==> src/rtl/bcd_digit_streamer_pkg.sv <==
// ---------------------------------------------------------------------------
// bcd_pkg : shared BCD digit type, limits and streamer FSM states
// Rev 1.0
// ---------------------------------------------------------------------------
`default_nettype none

package bcd_pkg;

  localparam int BCD_W = 4;

  typedef logic [BCD_W-1:0] bcd_digit_t;

  localparam bcd_digit_t BCD_MAX = 4'd9;

  typedef enum logic [0:0] {
    IDLE = 1'b0,
    SEND = 1'b1
  } state_t;

endpackage

`default_nettype wire

==> src/rtl/bcd_digit_streamer_decade.sv <==
// ---------------------------------------------------------------------------
// bcd_decade : one decimal digit of the up/down counter chain
// Rev 1.0
// ---------------------------------------------------------------------------
`default_nettype none

module bcd_decade
  import bcd_pkg::*;
(
  input  logic       clk,
  input  logic       rst_n,
  input  logic       load,
  input  bcd_digit_t load_digit,
  input  logic       en,
  input  logic       up,
  input  logic       carry_in,
  input  logic       borrow_in,
  output bcd_digit_t digit,
  output logic       carry_out,
  output logic       borrow_out
);

  bcd_digit_t r_digit;
  logic       w_step;

  // Chain signals ripple regardless of en; only the step itself is gated.
  assign w_step     = en & (up ? carry_in : borrow_in);
  assign carry_out  = carry_in  & (r_digit == BCD_MAX);
  assign borrow_out = borrow_in & (r_digit == 4'd0);
  assign digit      = r_digit;

  always_ff @(posedge clk or negedge rst_n) begin
    if (!rst_n) begin
      r_digit <= '0;
    end else if (load) begin
      r_digit <= (load_digit > BCD_MAX) ? bcd_digit_t'(0) : load_digit;
    end else if (w_step) begin
      if (up)
        r_digit <= (r_digit == BCD_MAX) ? bcd_digit_t'(0) : r_digit + 4'd1;
      else
        r_digit <= (r_digit == 4'd0) ? BCD_MAX : r_digit - 4'd1;
    end
  end

endmodule

`default_nettype wire

==> src/rtl/bcd_digit_streamer.sv <==
// ---------------------------------------------------------------------------
// bcd_digit_streamer : BCD up/down counter with snapshot digit streamer
// Rev 1.0
// ---------------------------------------------------------------------------
`default_nettype none

module bcd_digit_streamer
  import bcd_pkg::*;
#(
  parameter  int NDIGITS = 4,
  localparam int IDX_W   = (NDIGITS > 1) ? $clog2(NDIGITS) : 1
) (
  input  logic                   clk,
  input  logic                   rst_n,
  input  logic                   en,
  input  logic                   up,
  input  logic                   load,
  input  logic [4*NDIGITS-1:0]   load_val,
  output logic [4*NDIGITS-1:0]   count,
  output logic                   wrap,
  output logic                   load_err,
  input  logic                   start,
  output logic                   busy,
  output logic                   digit_valid,
  input  logic                   digit_ready,
  output logic [3:0]             digit_out,
  output logic [IDX_W-1:0]       digit_idx,
  output logic                   digit_last
);

  bcd_digit_t [NDIGITS-1:0] w_digits;
  logic       [NDIGITS:0]   w_carry;
  logic       [NDIGITS:0]   w_borrow;
  logic                     w_any_bad;

  logic                     r_wrap;
  logic                     r_load_err;

  state_t                   r_state;
  state_t                   w_state_nxt;
  logic       [IDX_W-1:0]   r_idx;
  logic       [IDX_W-1:0]   w_idx_nxt;
  bcd_digit_t [NDIGITS-1:0] r_snap;
  bcd_digit_t [NDIGITS-1:0] w_snap_nxt;
  bcd_digit_t               r_digit_out;
  logic                     r_last;
  logic                     w_is_last;

  assign w_carry[0]  = 1'b1;
  assign w_borrow[0] = 1'b1;

  for (genvar i = 0; i < NDIGITS; i++) begin : g_decade
    bcd_decade u_decade (
      .clk        (clk),
      .rst_n      (rst_n),
      .load       (load),
      .load_digit (load_val[4*i +: 4]),
      .en         (en),
      .up         (up),
      .carry_in   (w_carry[i]),
      .borrow_in  (w_borrow[i]),
      .digit      (w_digits[i]),
      .carry_out  (w_carry[i+1]),
      .borrow_out (w_borrow[i+1])
    );
  end

  assign count = w_digits;

  always_comb begin
    w_any_bad = 1'b0;
    for (int i = 0; i < NDIGITS; i++) begin
      if (load_val[4*i +: 4] > BCD_MAX) w_any_bad = 1'b1;
    end
  end

  // A chain carry/borrow out of the top decade means every digit rolled over.
  always_ff @(posedge clk or negedge rst_n) begin
    if (!rst_n) begin
      r_wrap     <= 1'b0;
      r_load_err <= 1'b0;
    end else begin
      r_wrap     <= ~load & en & (up ? w_carry[NDIGITS] : w_borrow[NDIGITS]);
      r_load_err <= load & w_any_bad;
    end
  end

  assign wrap     = r_wrap;
  assign load_err = r_load_err;

  assign w_is_last = (r_idx == IDX_W'(NDIGITS - 1));

  always_comb begin
    w_state_nxt = r_state;
    w_idx_nxt   = r_idx;
    w_snap_nxt  = r_snap;
    case (r_state)
      IDLE: begin
        if (start) begin
          w_snap_nxt  = w_digits;
          w_idx_nxt   = '0;
          w_state_nxt = SEND;
        end
      end
      SEND: begin
        if (digit_ready) begin
          if (w_is_last) begin
            w_state_nxt = IDLE;
            w_idx_nxt   = '0;
          end else begin
            w_idx_nxt   = r_idx + 1'b1;
          end
        end
      end
      default: begin
        w_state_nxt = IDLE;
        w_idx_nxt   = '0;
      end
    endcase
  end

  // Digit and last flag are precomputed from next state so they leave a flop.
  always_ff @(posedge clk or negedge rst_n) begin
    if (!rst_n) begin
      r_state     <= IDLE;
      r_idx       <= '0;
      r_snap      <= '0;
      r_digit_out <= '0;
      r_last      <= 1'b0;
    end else begin
      r_state     <= w_state_nxt;
      r_idx       <= w_idx_nxt;
      r_snap      <= w_snap_nxt;
      r_digit_out <= (w_state_nxt == SEND) ? w_snap_nxt[w_idx_nxt] : bcd_digit_t'(0);
      r_last      <= (w_state_nxt == SEND) && (w_idx_nxt == IDX_W'(NDIGITS - 1));
    end
  end

  assign busy        = (r_state == SEND);
  assign digit_valid = (r_state == SEND);
  assign digit_out   = r_digit_out;
  assign digit_idx   = r_idx;
  assign digit_last  = r_last;

endmodule

`default_nettype wire
==> config.mk <==
export PLATFORM = sky130hd
export DESIGN_NAME = bcd_digit_streamer
export DESIGN_NICKNAME = d
export VERILOG_FILES = /design/src/rtl/bcd_digit_streamer_pkg.sv /design/src/rtl/bcd_digit_streamer_decade.sv /design/src/rtl/bcd_digit_streamer.sv
export SDC_FILE = /design/constraint.sdc
export NUM_CORES = 1
export LEC_CHECK = 0
export BUFFER_PORTS_ARGS = -buffer_cell sky130_fd_sc_hd__buf_2
export CORE_MARGIN = 4
export CORE_UTILIZATION = 60
export DETAILED_ROUTE_END_ITERATION = 12
export PLACE_DENSITY = 0.85
export SYNTH_ARGS = -nofsm -noshare
export SYNTH_HDL_FRONTEND = slang
export SYNTH_SLANG_ARGS = --single-unit
export TNS_END_PERCENT = 20
==> constraint.sdc <==
create_clock -name clk -period 5.1 [get_ports clk]
set_input_delay 0.765 -clock clk [delete_from_list [all_inputs] [get_ports clk]]
set_output_delay 0.765 -clock clk [all_outputs]
set_load 0.02 [all_outputs]
==> flow_metrics.tcl <==
set metrics [dict create \
    status "completed" \
    fmax_mhz 418.7 \
    synthArstFlopShare_pct 100.0 \
    grt_antenna_before_repair 0 \
    start_util_pct 64.12 \
    synth_area_leaders "dfrtp_1 40%, mux2_2 7.7%, o21ai_0 6.3%, xnor2_1 3.3%, mux2i_1 3.0%" \
    vdd_ir_drop_max_v 0.0002630 \
    cp_max_fo 45 \
    cts_resized 0 \
    hold_class "flip-flop to flip-flop" \
    period_share_pct 46.83 \
    combPwrFrac_pct 38.9 \
    p_int_mw 0.7258 \
    port-buffer-count 49 \
    hold_viol 0 \
    fp.coreArea_um2 4115 \
    finalSetupViolCount 0 \
    fin_worst_skew_ns 0.006755 \
    yosysTopAreaCell "dfrtp_1" \
    synth_top_area_share_pct 39.83 \
    synthFlopType "dfrtp_1" \
    cts_max_path_buffers 2 \
    num_rows 23 \
    finalPower_mw 1.171 \
    startpoint_type "input pin" \
    cts_root_buf "clkbuf_8" \
    p_sw_mw 0.4450 \
    post_cts_buffers 0 \
    worstPathArrival_ns 2.55 \
    avgSynthCellArea_um2 9.162 \
    crit_family "simple AND/OR/NAND/NOR gates" \
    grt_max_degree 46 \
    synth_edf_count 0 \
    fin_cells 367 \
    synth_commonest_cells "42 x dfrtp_1, 33 x o21ai_0, 18 x mux2_2, 18 x nand2_1, 18 x nor2_1" \
    postCtsHoldBufs 0 \
    die_area_um2 5523 \
    yosysMostFrequentCell "dfrtp_1" \
    boundaryPins 50 \
    gr-usage-all-layers_pct 23.36 \
    die_y_um 74.32 \
    clk_pin_slew_ns 0.08 \
    htree_levels 2 \
    worst_slew_pin_slew_ns 0.9231 \
    dp_hpwl_um 4270 \
    cap_violations 0 \
    p_sw_share_pct 38.01 \
    fin_util_pct 70.36 \
    grt.overflow.total 0 \
    vias 2242 \
    clkLatencyLatePin_ns 0.30 \
    dp.cells 359 \
    post-route-min-period_ns 2.388 \
    synth_nets 312 \
    cpMaxStageDelayCell "buf_2" \
    first_pass_iters 4 \
    vias_per_cell 6.109 \
    drive_gt1_share_pct 25.87 \
    setup_tns_ns 0 \
    die_w_um 74.32 \
    grt_pass1_wl_um 9901 \
    wl_per_cell_um 16.42 \
    cts_tree "yes" \
    leakagePower_nw 1.288 \
    slew_violations 0 \
    synth-seq-cells 42 \
    cp.required_ns 5.27 \
    yosysSeqAreaShare_pct 39.83 \
    path_buf_inv 1 \
    cpPeakStageDelay_ns 0.56 \
    synth_area_um2 2639 \
    drt_iter0_drc 190 \
    path_cells "buf_2 -> nand3_1 -> a21oi_4 -> and3_1 -> mux2i_1 -> o21ai_1" \
    grt_pass1_vias 2087 \
    cts_buffers 5 \
    routed_wl_um 6026 \
    path_class "input pin to flip-flop" \
    postRouteAntennaNets 0 \
    crit_path_end_kind "flip-flop" \
    rsz0062_at_grt "no" \
    relSlewSlack_pct 38.46 \
    synthToLayoutAreaGrowth_pct 9.720 \
    n_antenna_cell 0 \
    synth_warnings 0 \
    synth_cells 288 \
    sequentialPowerShare_pct 42.2 \
    ys_types 51 \
    power.density_nw_per_um2 404.4 \
    gp_congestion 0.8130 \
    power.share.clock_pct 18.9 \
    drc 0 \
    clock_sinks 42 \
    final_nets 340 \
]
kinds of logic (layout without fill, tap and decap cells):
family / after synthesis / in the layout / synth area share (%)
xor gates and xnor gates: 10 / 10 / 3.319
DFF: 42 / 42 / 39.83
and+or+nand+nor: 81 / 81 / 16.41
buffers and inverters: 40 / 69 / 7.207
adders and majority gates: 1 / 1 / 0.4741
AOI/OAI and AO/OA: 88 / 88 / 22.05
muxes: 26 / 26 / 10.72
flip-flops by register name, summed over array words and instances (netlist names):
name / count
r_snap: 16
load_err: 1
digit_out: 4
digit_last: 1
wrap: 1
g_decade.u_decade.digit: 16
busy: 1
digit_idx: 2
layer usage:
metal	GRT usage [%]	share of wire, %
met1	31.78	43
met2	37.99	50
met3	5.000	6.3
met4	6.522	0.88
met5	0	0
area by class of cell:
| type | instances | area (µm²) |
|---|---|---|
| Fill cell | 340 | 1220 |
| Tap cell | 50 | 62.56 |
| Inverter | 12 | 45.04 |
| Multi-Input combinational cell | 206 | 1398 |
| Clock buffer | 5 | 68.82 |
| Sequential cell | 42 | 1051 |
| Timing Repair Buffer | 49 | 245.2 |
| Clock inverter | 3 | 25.02 |
power by group through the flow:
stage	clock network (mW)	registers [mW]	logic [mW]
6_report	0.222	0.494	0.455
5_1_grt	0.243	0.507	0.500
4_1_cts	0.227	0.492	0.459
3_5_place_dp	0	0.499	0.456
3_3_place_gp	0	0.494	0.440
2_1_floorplan	0	0.511	0.327
final timing paths:
kind	from	end	slack [ns]	cells past startpoint
worst max-delay path	up	g_decade[2].u_decade.digit[3]	2.71	6
worst min-delay path	r_snap[5]	r_snap[5]	0.50	1
worst max register to register	busy	digit_out[2]	2.87	4
worst min register to register	r_snap[5]	r_snap[5]	0.50	1
max in group asynchronous	rst_n	r_snap[2]	3.93	1
min in group asynchronous	rst_n	g_decade[1].u_decade.digit[3]	0.60	1
cells in the final DEF (no fill, tap or decap), drive strengths merged, types with 2 or more instances in the layout:
| cell type | Yosys | layout |
|---|---|---|
| buf | 17 | 49 |
| dfrtp | 42 | 42 |
| o21ai | 40 | 40 |
| nand2 | 18 | 18 |
| nor2 | 18 | 18 |
| mux2 | 18 | 18 |
| nand3 | 13 | 13 |
| inv | 12 | 13 |
| xnor2 | 10 | 10 |
| a21oi | 9 | 9 |
| mux2i | 8 | 8 |
| a31oi | 7 | 7 |
| a22o | 6 | 6 |
| nor3 | 6 | 6 |
| nand3b | 6 | 6 |
| clkbuf | 11 | 5 |
| and3 | 4 | 4 |
| nand4b | 3 | 3 |
| a221o | 3 | 3 |
| a22oi | 3 | 3 |
| nand2b | 2 | 2 |
| nor2b | 2 | 2 |
| o2111ai | 2 | 2 |
| nor4 | 2 | 2 |
| o22ai | 2 | 2 |
| a211oi | 2 | 2 |
| o21bai | 2 | 2 |
| a211o | 2 | 2 |
| o221ai | 2 | 2 |
metrics by stage:
stage | area, µm² | setup WS (ns) | hold WS (ns)
after detailed placement | 2801 | 2.446 | 0.4805
final | 2895 | 2.712 | 0.4976
after floorplan | 2639 | 2.876 | 0.4493
after CTS | 2895 | 2.768 | 0.4990
after global routing | 2895 | 2.570 | 0.5148
after global placement | 2801 | 2.512 | 0.4697
worst register-to-register path, stage by stage, from the launching register on:
cell and delay [ns]:
dfrtp_1 0.50, nand2b_1 0.71, mux2_2 0.45, mux2_2 0.28, a22o_1 0.20
(Power assumes the default switching activity.)
